File: config.mk
export PLATFORM = sky130hd
export DESIGN_NAME = joy_setpoint_mapper_flat
export DESIGN_NICKNAME = d
export VERILOG_FILES = /design/src/rtl/joy_pkg.sv /design/src/rtl/joy_setpoint_mapper_if.sv /design/src/rtl/joy_slew_limiter.sv /design/src/rtl/joy_setpoint_mapper.sv /design/src/flat_wrapper.sv
export SDC_FILE = /design/constraint.sdc
export NUM_CORES = 1
export LEC_CHECK = 0
export ABC_AREA = 0
export CAP_MARGIN = 15
export CORE_ASPECT_RATIO = 0.7
export CORE_MARGIN = 3
export CORE_UTILIZATION = 51
export CTS_CLUSTER_SIZE = 30
export DETAILED_ROUTE_END_ITERATION = 7
export GPL_ROUTABILITY_DRIVEN = 0
export GPL_TIMING_DRIVEN = 0
export PLACE_DENSITY_LB_ADDON = 0.12
export SLEW_MARGIN = 40
export SYNTH_ARGS = -nofsm -noshare
export SYNTH_HDL_FRONTEND = slang
export SYNTH_SLANG_ARGS = --single-unit
File: constraint.sdc
create_clock -name clock -period 7.6 [get_ports clock]
set_clock_uncertainty 0.05 [all_clocks]
set_input_delay 2.28 -clock clock [delete_from_list [all_inputs] [get_ports clock]]
set_output_delay 2.28 -clock clock [all_outputs]
set_load 0.02 [all_outputs]
File: src/rtl/joy_pkg.sv
// -----------------------------------------------------------------------------
// joy_pkg
// Shared constants and types for the joystick setpoint mapper. The feedback
// controller also uses these constants.
//   FRAC_W      : fractional bits of the Q3.10 plate-angle setpoint
//   SPAN_15DEG  : full-scale setpoint code for the 15 degree plate range
//   SPAN_30DEG  : full-scale setpoint code for the 30 degree plate range
//   joy_state_t : mapper FSM state encoding (IDLE/CALC/DONE)
// -----------------------------------------------------------------------------
package joy_pkg;

  localparam int FRAC_W     = 10;
  localparam int SPAN_15DEG = 85;
  localparam int SPAN_30DEG = 170;

  typedef logic [1:0] joy_state_t;

  localparam joy_state_t IDLE = 2'd0;
  localparam joy_state_t CALC = 2'd1;
  localparam joy_state_t DONE = 2'd2;

endpackage

File: src/rtl/joy_setpoint_mapper_if.sv
// -----------------------------------------------------------------------------
// joy_setpoint_mapper_if
// Sample-in / setpoint-out bundle of the joystick setpoint mapper.
//   in_valid  : source has a new packed sample set on joy_in
//   in_ready  : mapper is idle and will take the sample set
//   joy_in    : N_CH unsigned ADC samples, channel 0 in the LSBs
//   setpoint  : N_CH signed setpoints, channel 0 in the LSBs
//   out_valid : one-cycle pulse when setpoint has been updated
// Modports: master = sample source / setpoint consumer, slave = mapper.
// -----------------------------------------------------------------------------
interface joy_setpoint_mapper_if #(
  parameter int N_CH  = 2,
  parameter int ADC_W = 12,
  parameter int OUT_W = 13
);

  logic                    in_valid;
  logic                    in_ready;
  logic [N_CH*ADC_W-1:0]   joy_in;
  logic [N_CH*OUT_W-1:0]   setpoint;
  logic                    out_valid;

  modport master (
    output in_valid,
    output joy_in,
    input  in_ready,
    input  setpoint,
    input  out_valid
  );

  modport slave (
    input  in_valid,
    input  joy_in,
    output in_ready,
    output setpoint,
    output out_valid
  );

endinterface

File: src/rtl/joy_slew_limiter.sv
// -----------------------------------------------------------------------------
// joy_slew_limiter
// Combinational next-setpoint function for one channel.
// Optional feature macro: JOY_SLEW_EN
//   defined   : move from cur toward target by at most SLEW_STEP
//   undefined : nxt = target (cur and SLEW_STEP ignored)
// Ports:
//   cur    : current signed setpoint of the channel
//   target : new clamped target of the channel
//   nxt    : value to store as the channel's next setpoint
// -----------------------------------------------------------------------------
module joy_slew_limiter #(
  parameter int OUT_W     = 13,
  parameter int SLEW_STEP = 8
) (
  input  logic signed [OUT_W-1:0] cur,
  input  logic signed [OUT_W-1:0] target,
  output logic signed [OUT_W-1:0] nxt
);

`ifdef JOY_SLEW_EN
  localparam logic signed [OUT_W:0]   STEP_W = (OUT_W+1)'(SLEW_STEP);
  localparam logic signed [OUT_W-1:0] STEP_N = OUT_W'(SLEW_STEP);

  // One extra bit so target - cur cannot wrap at the range ends
  logic signed [OUT_W:0] diff;

  always_comb begin
    diff = {target[OUT_W-1], target} - {cur[OUT_W-1], cur};
    if (diff > STEP_W) begin
      nxt = cur + STEP_N;
    end else if (diff < -STEP_W) begin
      nxt = cur - STEP_N;
    end else begin
      nxt = target;
    end
  end
`else
  localparam int unused_step = SLEW_STEP;
  logic          unused_cur;

  assign unused_cur = ^cur;
  assign nxt        = target;
`endif

endmodule

File: src/rtl/joy_setpoint_mapper.sv
// -----------------------------------------------------------------------------
// joy_setpoint_mapper
// Maps N_CH unsigned joystick ADC samples to signed Q3.10 plate-angle
// setpoints in +/-SPAN, with a centre deadband and an optional slew limiter.
// One multiplier is shared by all channels: one channel per cycle in CALC.
// Optional feature macro: JOY_SLEW_EN (see joy_slew_limiter).
// Ports:
//   clock   : system clock, rising edge
//   reset_n : synchronous active-low reset
//   bus     : joy_setpoint_mapper_if.slave
//             (in_valid/in_ready/joy_in in, setpoint/out_valid out)
// Timing: accept on edge E0, CALC in cycles 1..N_CH, setpoint updates on the
// edge ending cycle N_CH, out_valid in cycle N_CH+1, in_ready in N_CH+2.
// -----------------------------------------------------------------------------
module joy_setpoint_mapper
  import joy_pkg::*;
#(
  parameter int N_CH      = 2,
  parameter int ADC_W     = 12,
  parameter int OUT_W     = 3 + FRAC_W,
  parameter int SPAN      = SPAN_15DEG,
  parameter int DEADBAND  = 16,
  parameter int SLEW_STEP = 8
) (
  input  logic                 clock,
  input  logic                 reset_n,
  joy_setpoint_mapper_if.slave bus
);

  localparam int IDX_W  = (N_CH > 1) ? $clog2(N_CH) : 1;
  localparam int CEN_W  = ADC_W + 1;
  localparam int SPAN_W = $clog2(2 * SPAN + 1) + 1;
  localparam int PROD_W = CEN_W + SPAN_W;

  localparam logic signed [CEN_W-1:0]  CENTRE  = CEN_W'(2 ** (ADC_W - 1));
  localparam logic signed [CEN_W-1:0]  DB_MAG  = CEN_W'(DEADBAND);
  localparam logic signed [PROD_W-1:0] SPAN2_X = PROD_W'(2 * SPAN);
  localparam logic signed [PROD_W-1:0] SPAN_HI = PROD_W'(SPAN);
  localparam logic signed [PROD_W-1:0] SPAN_LO = -SPAN_HI;
  localparam logic signed [OUT_W-1:0]  SPAN_O  = OUT_W'(SPAN);

  // Arithmetic shift right by ADC_W: floor division by 2^ADC_W
  function automatic logic signed [PROD_W-1:0] scale_floor(
    input logic signed [PROD_W-1:0] p
  );
    return p >>> ADC_W;
  endfunction

  // Clamp a full-width scaled value to [-SPAN, +SPAN] at OUT_W bits
  function automatic logic signed [OUT_W-1:0] sat_span(
    input logic signed [PROD_W-1:0] v
  );
    if (v > SPAN_HI) begin
      return SPAN_O;
    end else if (v < SPAN_LO) begin
      return -SPAN_O;
    end else begin
      return v[OUT_W-1:0];
    end
  endfunction

  joy_state_t            state_p0;
  logic [IDX_W-1:0]      idx_p0;
  logic [N_CH*ADC_W-1:0] samp_p0;
  logic [N_CH*OUT_W-1:0] stage_p1;
  logic [N_CH*OUT_W-1:0] setpoint_p2;
  logic [N_CH*OUT_W-1:0] stage_next;

  logic                     accept;
  logic                     last_ch;
  logic [ADC_W-1:0]         x_sel;
  logic signed [CEN_W-1:0]  cen;
  logic signed [CEN_W-1:0]  mag;
  logic signed [PROD_W-1:0] cen_x;
  logic signed [PROD_W-1:0] prod;
  logic signed [OUT_W-1:0]  target;
  logic signed [OUT_W-1:0]  cur_sp;
  logic signed [OUT_W-1:0]  lim_nxt;

  // Handshake outputs are held off while reset is asserted
  assign bus.in_ready  = reset_n && (state_p0 == IDLE);
  assign bus.out_valid = reset_n && (state_p0 == DONE);
  assign bus.setpoint  = setpoint_p2;

  assign accept  = bus.in_ready && bus.in_valid;
  assign last_ch = (idx_p0 == IDX_W'(N_CH - 1));

  // ---- stage p0 -> p1: muxed channel through the shared multiplier ----
  assign x_sel  = samp_p0[int'(idx_p0) * ADC_W +: ADC_W];
  assign cur_sp = $signed(setpoint_p2[int'(idx_p0) * OUT_W +: OUT_W]);

  always_comb begin
    cen    = $signed({1'b0, x_sel}) - CENTRE;
    mag    = cen[CEN_W-1] ? -cen : cen;
    cen_x  = PROD_W'(cen);
    prod   = cen_x * SPAN2_X;
    target = (mag <= DB_MAG) ? '0 : sat_span(scale_floor(prod));
  end

  joy_slew_limiter #(
    .OUT_W     (OUT_W),
    .SLEW_STEP (SLEW_STEP)
  ) u_slew (
    .cur    (cur_sp),
    .target (target),
    .nxt    (lim_nxt)
  );

  always_comb begin
    stage_next = stage_p1;
    stage_next[int'(idx_p0) * OUT_W +: OUT_W] = lim_nxt;
  end

  // ---- control: FSM, channel index, published setpoint ----
  always_ff @(posedge clock) begin
    if (!reset_n) begin
      state_p0    <= IDLE;
      idx_p0      <= '0;
      setpoint_p2 <= '0;
    end else begin
      case (state_p0)
        IDLE: begin
          if (bus.in_valid) begin
            state_p0 <= CALC;
            idx_p0   <= '0;
          end
        end
        CALC: begin
          if (last_ch) begin
            state_p0    <= DONE;
            setpoint_p2 <= stage_next;
          end else begin
            idx_p0 <= idx_p0 + 1'b1;
          end
        end
        DONE:    state_p0 <= IDLE;
        default: state_p0 <= IDLE;
      endcase
    end
  end

  // ---- data: sample latch and per-channel staging ----
  always_ff @(posedge clock) begin
    if (accept) begin
      samp_p0 <= bus.joy_in;
    end
    if (state_p0 == CALC) begin
      stage_p1 <= stage_next;
    end
  end

endmodule

File: src/flat_wrapper.sv
// flat-port wrapper written by rule: the top's interface ports become plain ports
module joy_setpoint_mapper_flat import joy_pkg::*;
#(
  parameter int N_CH      = 2,
  parameter int ADC_W     = 12,
  parameter int OUT_W     = 3 + FRAC_W,
  parameter int SPAN      = SPAN_15DEG,
  parameter int DEADBAND  = 16,
  parameter int SLEW_STEP = 8
)
  (clock, reset_n, bus_in_valid, bus_joy_in, bus_in_ready, bus_setpoint, bus_out_valid);
  joy_setpoint_mapper_if #(.N_CH(N_CH), .ADC_W(ADC_W), .OUT_W(OUT_W)) bus_i ();
  input  logic clock;
  input  logic reset_n;
  input wire logic [$bits(bus_i.in_valid)-1:0] bus_in_valid;
  input wire logic [$bits(bus_i.joy_in)-1:0] bus_joy_in;
  output wire logic [$bits(bus_i.in_ready)-1:0] bus_in_ready;
  output wire logic [$bits(bus_i.setpoint)-1:0] bus_setpoint;
  output wire logic [$bits(bus_i.out_valid)-1:0] bus_out_valid;
  assign bus_i.in_valid = bus_in_valid;
  assign bus_i.joy_in = bus_joy_in;
  assign bus_in_ready = bus_i.in_ready;
  assign bus_setpoint = bus_i.setpoint;
  assign bus_out_valid = bus_i.out_valid;
  joy_setpoint_mapper #(.N_CH(N_CH), .ADC_W(ADC_W), .OUT_W(OUT_W), .SPAN(SPAN), .DEADBAND(DEADBAND), .SLEW_STEP(SLEW_STEP)) u_core (.clock(clock), .reset_n(reset_n), .bus(bus_i));
endmodule
Yosys cells after proc, flatten, opt, wreduce, memory -nomap -nowiden. Index checks and enable logic that the tools add are counted.

Register bits: 79. Input bits: 27. Output and inout port bits: 28. Word-level logic and storage cells: 41.

Add/subtract/negate cells: 4. $mul: 3. Magnitude comparators: 3. Equality and inequality tests: 4. Shift-type cells: 3. Muxes and demuxes: 11. Reduce and logical (&&, ||, !) cells: 8.

Operators by type and width (count): $mux 13 (4); $neg 32->33 (1); $shift 13x33->26 const A (1); $shiftx 13x33->26 (1); $shiftx 24x32->12 (1); $bwmux 26 (1); $mul 13x8->21 const B (1); $le 13x6->1 const B (1); $neg 13->13 (1); $sub 12x12->13 const B (1); $gt 10x8->1 const B (1); $lt 10x8->1 const B (1); $reduce_and 2->1 (3); $mul 1x4->5 const B (1); $mux 2 (2); $pmux 2 s2 (1); $logic_and 1x1->1 (3); $mul 1x2->3 const B (1); $eq 2x1->1 const B (1); $eq 2x2->1 const B (1); $logic_not 2->1 (1); $mux 1 (2); $ne 2x1->1 const B (1); $ne 2x2->1 const B (1); 3 further kinds (3).

Logic depth before layout (Yosys ltp). Gate-level depths: netlist of the first run.

Depth in word-level cells: 10. Mapped depth: 26. Mapped depth without buffers: 23.

Hierarchy. From an unflattened synthesis of the first run, not the netlist that was laid out.

Cell total of the unflattened synthesis: 480. Area total of the unflattened synthesis: 4795.8 µm².

Modules (own cells, without submodules): joy_setpoint_mapper (times used 1, cells an instance 467, area each 4698.3 µm², seq. area each 1691.6 µm²); joy_slew_limiter (times used 1, cells an instance 13, area each 97.6 µm², seq. area each 0.0 µm²).

Least setup slack after synthesis of the first run. Ideal clock, no wire load.

Path kind: register -> register. Start: register u_core.idx_p0. End: register u_core.stage_p1[7], data pin. Library setup time: 0.256 ns. Arrival time: 5.466 ns. Required time: 7.294 ns. Slack: 1.828 ns. Stages on the path, launching flop included: 27. Path buffers: 4. Period minus slack after synthesis: 5.772 ns. Path through: dfxtp_1 -> buf_6 -> buf_6 -> buf_2 -> mux2i_1 -> inv_1 -> ha_1 -> ha_1 -> fa_1 -> inv_1 -> fa_1 -> inv_1 -> ha_1 -> buf_2 -> a21oi_2 -> o21a_1 -> and3b_1 -> and3_1 -> or3_4 -> nor2_1 -> nor2_1 -> o31ai_1 -> ha_1 -> inv_1 -> nand3_1 -> a32oi_1 -> nand2_1.

Longest elaborated chain between the ends: 10. Elaborated cells between the ends (all ways): 17. Classes of those cells: add/sub (3); mul (3); order compare (3); shift (3); mux (5).

Ends and longest elaborated chain: start: declaration (line joy_setpoint_mapper.sv:63) `logic [IDX_W-1:0] idx_p0;`; start signal: assignment (line joy_setpoint_mapper.sv:133) `idx_p0 <= idx_p0 + 1'b1;`; $mul 1x2->3 (line joy_setpoint_mapper.sv:89) `assign x_sel = samp_p0[int'(idx_p0) * ADC_W +: ADC_W];`; $shiftx 24x32->12 (line joy_setpoint_mapper.sv:89); $sub 12x12->13 (line joy_setpoint_mapper.sv:93) `cen = $signed({1'b0, x_sel}) - CENTRE;`; $mul 13x8->21 (line joy_setpoint_mapper.sv:96) `prod = cen_x * SPAN2_X;`; $lt 10x8->1 (line joy_setpoint_mapper.sv:55) `end else if (v < SPAN_LO) begin`; $mux 13 (line joy_setpoint_mapper.sv:55); $mux 13 (line joy_setpoint_mapper.sv:53) `if (v > SPAN_HI) begin`; $mux 13 (line joy_setpoint_mapper.sv:97) `target = (mag <= DB_MAG) ? '0 : sat_span(scale_floor(prod));`; $shiftx 13x33->26 (line joy_setpoint_mapper.sv:111) `stage_next[int'(idx_p0) * OUT_W +: OUT_W] = lim_nxt;`; $bwmux 26 * (line joy_setpoint_mapper.sv:111); named net u_core.stage_next[7] (line joy_setpoint_mapper.sv:67) `logic [N_CH*OUT_W-1:0] stage_next;`; end signal: assignment (line joy_setpoint_mapper.sv:148) `stage_p1 <= stage_next;`; end: declaration (line joy_setpoint_mapper.sv:65) `logic [N_CH*OUT_W-1:0] stage_p1;`.

The timed path passes the listed nets; every way through them passes the cells marked *. A chain may end at the register's enable or synchronous reset.

Final worst setup path of the first run.
Start: register u_core.idx_p0. End: register u_core.stage_p1[8], data pin.

Same word-level chain as after synthesis.

==> results.py, run 1 <==
metrics = {
    "outcome": {
        "status": "completed",
    },
    "layout": {
        "antennaDiodeCount": 0,
        "mostFrequentLayoutCells": "66 x nand2_1, 59 x inv_1, 54 x clkdlybuf4s50_1, 52 x ha_1, 37 x edfxtp_1",
        "fin_util_pct": 65.6,
        "final_common_cell": "nand2_1",
        "drive_above_1_share_pct": 12.8,
        "final_nets": 624,
        "nFillCells": 706,
        "area_growth_pct": 21.1,
        "finalInstanceArea_um2": 5730,
    },
    "grt": {
        "grt-ovfl-total": 0,
        "grt_pass1_vias": 3609,
        "antenna_found_initial": 0,
        "grt_first_pass_wirelength_um": 17500,
        "groute.usage.overall_pct": 21.2,
        "grt_max_degree": 25,
    },
    "synthesis": {
        "synth.distinct_cells": 65,
        "synth-seq-cells": 66,
        "synth_edf_count": 37,
        "synth_top_area_share_pct": 23.5,
        "synthFlopType": "edfxtp_1",
        "yosys.area.top_type": "edfxtp_1",
        "synth_async_sr_flop_share_pct": 0,
        "synth_area_um2": 4730,
        "synth_nets": 559,
        "synth_area_leaders": "edfxtp_1 23%, ha_1 14%, dfxtp_1 12%",
        "ys_warn_count": 0,
        "synthCells": 461,
        "synth_seq_area_share_pct": 35.8,
        "postSynthAreaPerCell_um2": 10.3,
    },
    "critical_path": {
        "worstSetupPathType": "flip-flop to flip-flop",
        "endpoint_kind": "flip-flop",
        "path_buf_inv": 8,
        "critPathLaunchType": "flip-flop",
        "r2r_start": "u_core.idx_p0",
        "cp.arrival_ps": 6520,
        "slowest_delay_ps": 530,
        "r2r_cells": 26,
        "crit_path_top_delay_cell": "fa_1",
        "crit_family": "adder cells",
        "crit_fanout": 10,
        "r2r_end": "u_core.stage_p1[8]",
        "regToRegSetupSlack_ps": 1120,
        "required_ps": 7640,
    },
    "clock_tree": {
        "root_buffer": "clkbuf_16",
        "cts-htree-levels": 3,
        "clk_pin_slew_ps": 60,
        "cts_buffers": 9,
        "cts_hold_buf": 0,
        "cts_tree": "yes",
        "cts_buffer_depth": 2,
        "post_cts_buffers": 0,
        "cts_resized": 0,
        "clock-sinks": 66,
        "insertion_delay_ps": 340,
    },
    "floorplanning": {
        "die_area_um2": 10500,
        "coreArea_um2": 8720,
        "rows": 28,
        "start_util_pct": 54.2,
        "io_pins": 55,
        "die_h_um": 86.6,
        "die_w_um": 121,
    },
    "placement": {
        "placed_cell_area_um2": 5430,
        "io_buffers": 54,
        "place_ws_ps": 1140,
        "dp_hpwl_um": 8100,
    },
    "sta": {
        "finalSetupTns_ps": 0,
        "finalSetupViolations": 0,
        "layout_setup_ws_ps": 1120,
        "finalHoldViolCount": 0,
        "slew_headroom_pct": 48.1,
        "rsz0062_at_grt": "no",
        "fin_crit_sh_pct": 85.3,
        "worst_slew_pin_slew_ps": 764,
        "post-route-min-period_ps": 6480,
        "slew_viol_final": 0,
        "clock.fmax_mhz": 154,
    },
    "drt": {
        "dr.pass1.iters": 5,
        "wl_met1_um": 5240,
        "via_per_inst": 5.57,
        "drc": 0,
        "vias": 3624,
        "wl_um": 10300,
        "avgRoutedWirePerCell_um": 15.8,
        "highest_layer": "met4",
        "final_antenna_net_count": 0,
        "wl_met2_um": 4100,
        "dr.first_iter.drc_count": 262,
        "wl_met3_um": 852,
    },
    "power": {
        "finalPower_w": 0.00205,
        "p_per_area_nw_per_um2": 358,
        "power_leakage_nw": 2.40,
        "vdd_drop_max_uv": 201,
    },
    "min_path": {
        "holdCritStartpoint": "u_core.bus.setpoint[10]",
        "holdCritPathClass": "flip-flop to flip-flop",
        "whs_path_depth": 2,
        "hold_end": "u_core.bus.setpoint[10]",
    },
    "flow_run": {
        "drv_cap": 0,
    },
}
-- worst reg2reg max path: stages (launching register included) --
cell and delay [ps]:
dfxtp_1 320, buf_6 150, buf_6 170, buf_2 280, mux2i_1 440, inv_1 200, ha_1 340, ha_1 330
fa_1 530, inv_1 50, fa_1 520, inv_1 40, ha_1 260, buf_2 180, a21oi_2 100, o21a_1 210
and3b_1 180, and3_1 170, or3_4 410, nor2_1 120, nor2_1 40, o31ai_1 60, ha_1 320, inv_1 160
nand3_1 230, a32oi_1 270, nand2_1 80
-- how the worst max path moves through the flow --
stage	start	end	cells past startpoint
final	u_core.idx_p0	u_core.stage_p1[8]	26
after global routing	u_core.idx_p0	u_core.stage_p1[8]	26
after CTS	u_core.idx_p0	u_core.stage_p1[8]	26
after detailed placement	u_core.idx_p0	u_core.stage_p1[8]	26
after global placement	u_core.idx_p0	u_core.stage_p1[7]	26
after floorplan	u_core.idx_p0	u_core.stage_p1[7]	26
-- synthesized netlist by cell type (7+ instances only) --
library cell / count
fa_1: 19
clkbuf_1: 9
and2_1: 7
nand2_1: 66
nor3_1: 7
inv_1: 59
nand3_1: 7
a21boi_0: 13
nor2_1: 11
mux2i_1: 7
a21oi_1: 12
ha_1: 52
edfxtp_1: 37
o31ai_2: 12
dfxtp_1: 29
-- state kept, by name (all words and copies together) (netlist names) --
register and cells:
u_core.state_p0 2, u_core.idx_p0 1, u_core.samp_p0 24, u_core.stage_p1 13, u_core.bus.setpoint 26
-- layout make-up --
type / count / area [um2] / area share [%]
Buffer: 17 / 97.6 / 1.70
Clock buffer: 9 / 225 / 3.93
Clock inverter: 7 / 68.8 / 1.20
Inverter: 61 / 229 / 4.00
Multi-Input combinational cell: 317 / 2720 / 47.6
Sequential cell: 66 / 1690 / 29.5
Tap cell: 120 / 150 / 2.62
Timing Repair Buffer: 54 / 541 / 9.44
-- power breakdown --
group | internal (W) | switching [W] | total (W)
logic | 0.000472 | 0.000690 | 0.00116
registers | 0.000452 | 0.0000236 | 0.000476
clock network | 0.000253 | 0.000157 | 0.000410
-- logic make-up (layout without fill, tap and decap cells) --
family	after synthesis	in the layout	share of synthesized area, %
muxes	17	17	4.13
adders and majority gates	71	71	21.8
AOI/OAI and AO/OA	93	93	16.6
xor gates and xnor gates	6	6	1.11
and+or+nand+nor	130	130	13.7
DFF	66	66	35.8
buffers and inverters	78	148	6.90
-- per-layer routing --
| metal | GRT usage (%) | vias up |
|---|---|---|
| met5 | 0 | - |
| met4 | 5.56 | 0 |
| met3 | 7.11 | 17 |
| met2 | 30.2 | 131 |
| met1 | 30.9 | 1715 |
| li1 | - | 1761 |
-- metrics by stage --
stage | std cells | hold slack (ps)
floorplan | 461 | 461
global placement | 635 | 402
detailed placement | 635 | 409
CTS | 651 | 416
global route | 651 | 439
finish | 651 | 411
(Power assumes the default switching activity.)
==> inputs of run 2 (changes only) <==
MAX_ROUTING_LAYER = met4   (was unset)
==> run 2 against run 1 <==
Via count rose by 0.77%. Worst setup slack lost 2.8 ps. Sequential power barely moved. Die area is the same. Register-to-register slack barely moved. Power about the same. Sequential share of layout area unchanged. Routed wire length shrank 0.48%. Largest cell class unchanged. Sequential cell count unchanged. Critical path type unchanged. First-iteration DRC count grew 7.6%. Clock power is essentially flat. Critical path depth unchanged.
==> results.py, run 2 (synthesized netlist as in run 1, its figures left out) <==
metrics = {
    "outcome": {
        "status": "completed",
    },
    "drt": {
        "dr.first_iter.drc_count": 282,
        "avgRoutedWirePerCell_um": 15.8,
        "final_antenna_net_count": 0,
        "dr.pass1.iters": 5,
        "drc": 0,
        "via_per_inst": 5.61,
        "vias": 3652,
        "wl_um": 10300,
    },
    "grt": {
        "grt_first_pass_wirelength_um": 17500,
        "grt-ovfl-total": 0,
        "grt_max_degree": 25,
        "antenna_found_initial": 0,
        "grt_pass1_vias": 3606,
        "groute.usage.overall_pct": 21.9,
    },
    "placement": {
        "dp_hpwl_um": 8100,
        "place_ws_ps": 1140,
        "placed_cells": 635,
        "io_buffers": 54,
    },
    "clock_tree": {
        "insertion_delay_ps": 330,
        "clock-sinks": 66,
        "clk_pin_slew_ps": 60,
        "cts_buffer_depth": 2,
        "cts_resized": 0,
        "cts-htree-levels": 3,
        "cts_tree": "yes",
        "root_buffer": "clkbuf_16",
        "cts_buffers": 9,
        "post_cts_buffers": 0,
        "cts_hold_buf": 0,
    },
    "layout": {
        "final_nets": 624,
        "stdcell_count": 651,
        "largest_reg_flops": 26,
        "area_growth_pct": 21.1,
        "antennaDiodeCount": 0,
        "drive_above_1_share_pct": 12.8,
        "final_common_cell": "nand2_1",
        "nFillCells": 706,
        "mostFrequentLayoutCells": "66 x nand2_1, 59 x inv_1, 54 x clkdlybuf4s50_1, 52 x ha_1, 37 x edfxtp_1",
    },
    "sta": {
        "worst_slew_pin_slew_ps": 750,
        "post-route-min-period_ps": 6480,
        "clock.fmax_mhz": 154,
        "finalHoldViolCount": 0,
        "layout_setup_ws_ps": 1120,
        "finalSetupTns_ps": 0,
        "slew_viol_final": 0,
        "finalSetupViolations": 0,
        "fin_crit_sh_pct": 85.3,
        "slew_headroom_pct": 49.0,
        "rsz0062_at_grt": "no",
    },
    "critical_path": {
        "worstSetupPathType": "flip-flop to flip-flop",
        "critPathLaunchType": "flip-flop",
        "required_ps": 7630,
        "cp.arrival_ps": 6520,
        "crit_path_top_delay_cell": "fa_1",
        "slowest_delay_ps": 530,
        "crit_fanout": 10,
        "endpoint_kind": "flip-flop",
    },
    "floorplanning": {
        "die_h_um": 86.6,
        "die_area_um2": 10500,
        "die_w_um": 121,
        "rows": 28,
        "io_pins": 55,
        "coreArea_um2": 8720,
        "start_util_pct": 54.2,
    },
    "power": {
        "vdd_drop_max_uv": 201,
        "p_per_area_nw_per_um2": 358,
        "power_leakage_nw": 2.40,
    },
    "min_path": {
        "holdCritPathClass": "flip-flop to flip-flop",
    },
    "flow_run": {
        "drv_cap": 0,
    },
}
==> run 2: worst paths after layout <==
kind / start / endpoint / slack [ps] / cells past startpoint
max: u_core.idx_p0 / u_core.stage_p1[8] / 1120 / 26
min: u_core.bus.setpoint[10] / u_core.bus.setpoint[10] / 410 / 2
max reg2reg: u_core.idx_p0 / u_core.stage_p1[8] / 1120 / 26
min reg2reg: u_core.bus.setpoint[10] / u_core.bus.setpoint[10] / 410 / 2
==> run 2: final cells by class <==
class | instances | area [um2] | share of cell area, %
clock inverter | 7 | 68.8 | 1.20
multi-input combinational | 317 | 2720 | 47.6
buffer | 17 | 97.6 | 1.70
inverter | 61 | 229 | 4.00
tap | 120 | 150 | 2.62
clock buffer | 9 | 225 | 3.93
timing repair buffer | 54 | 541 | 9.44
sequential | 66 | 1690 | 29.5
==> run 2: report_power, final <==
group	total (W)	switching [W]	leakage [nW]	internal [W]
logic	0.00116	0.000690	1.68	0.000471
registers	0.000476	0.0000235	0.579	0.000452
clock network	0.000411	0.000158	0.143	0.000253
==> run 2: layer usage <==
layer  vias up  routed length, um  GRT usage, %  part of all wire, %
li1       1758                  -             -                    -
met1      1748               5120          31.0                   50
met2       131               4120          30.2                   40
met3        15                904          7.05                  8.8
met4         0                125          5.56                  1.2
met5         -                  0             -                    0
==> run 2: through the flow <==
step	cell area [um2]	total power [W]	util, %	hold slack, ps
4_1_cts	5720	0.00204	65.6	416
5_1_grt	5730	0.00221	65.6	439
2_1_floorplan	4730	0.00137	-	461
6_report	5730	0.00205	65.6	410
3_5_place_dp	5430	0.00162	62.2	409
3_3_place_gp	5420	0.00159	62.1	402
==> run 2: worst max-delay path, delay by kind of cell, from the launching register on <==
kind            cells  cell delay (ps)
fa+ha+maj           6             2300
simple gates        7             1240
buf+inv             8             1240
compound gates      4              640
mux                 1              430
flops               1              320
==> inputs of run 3 (changes only) <==
TNS_END_PERCENT = 5   (was unset)
==> results of run 3 <==
No change in the layout: final DEF, timing and power equal those of run 2.
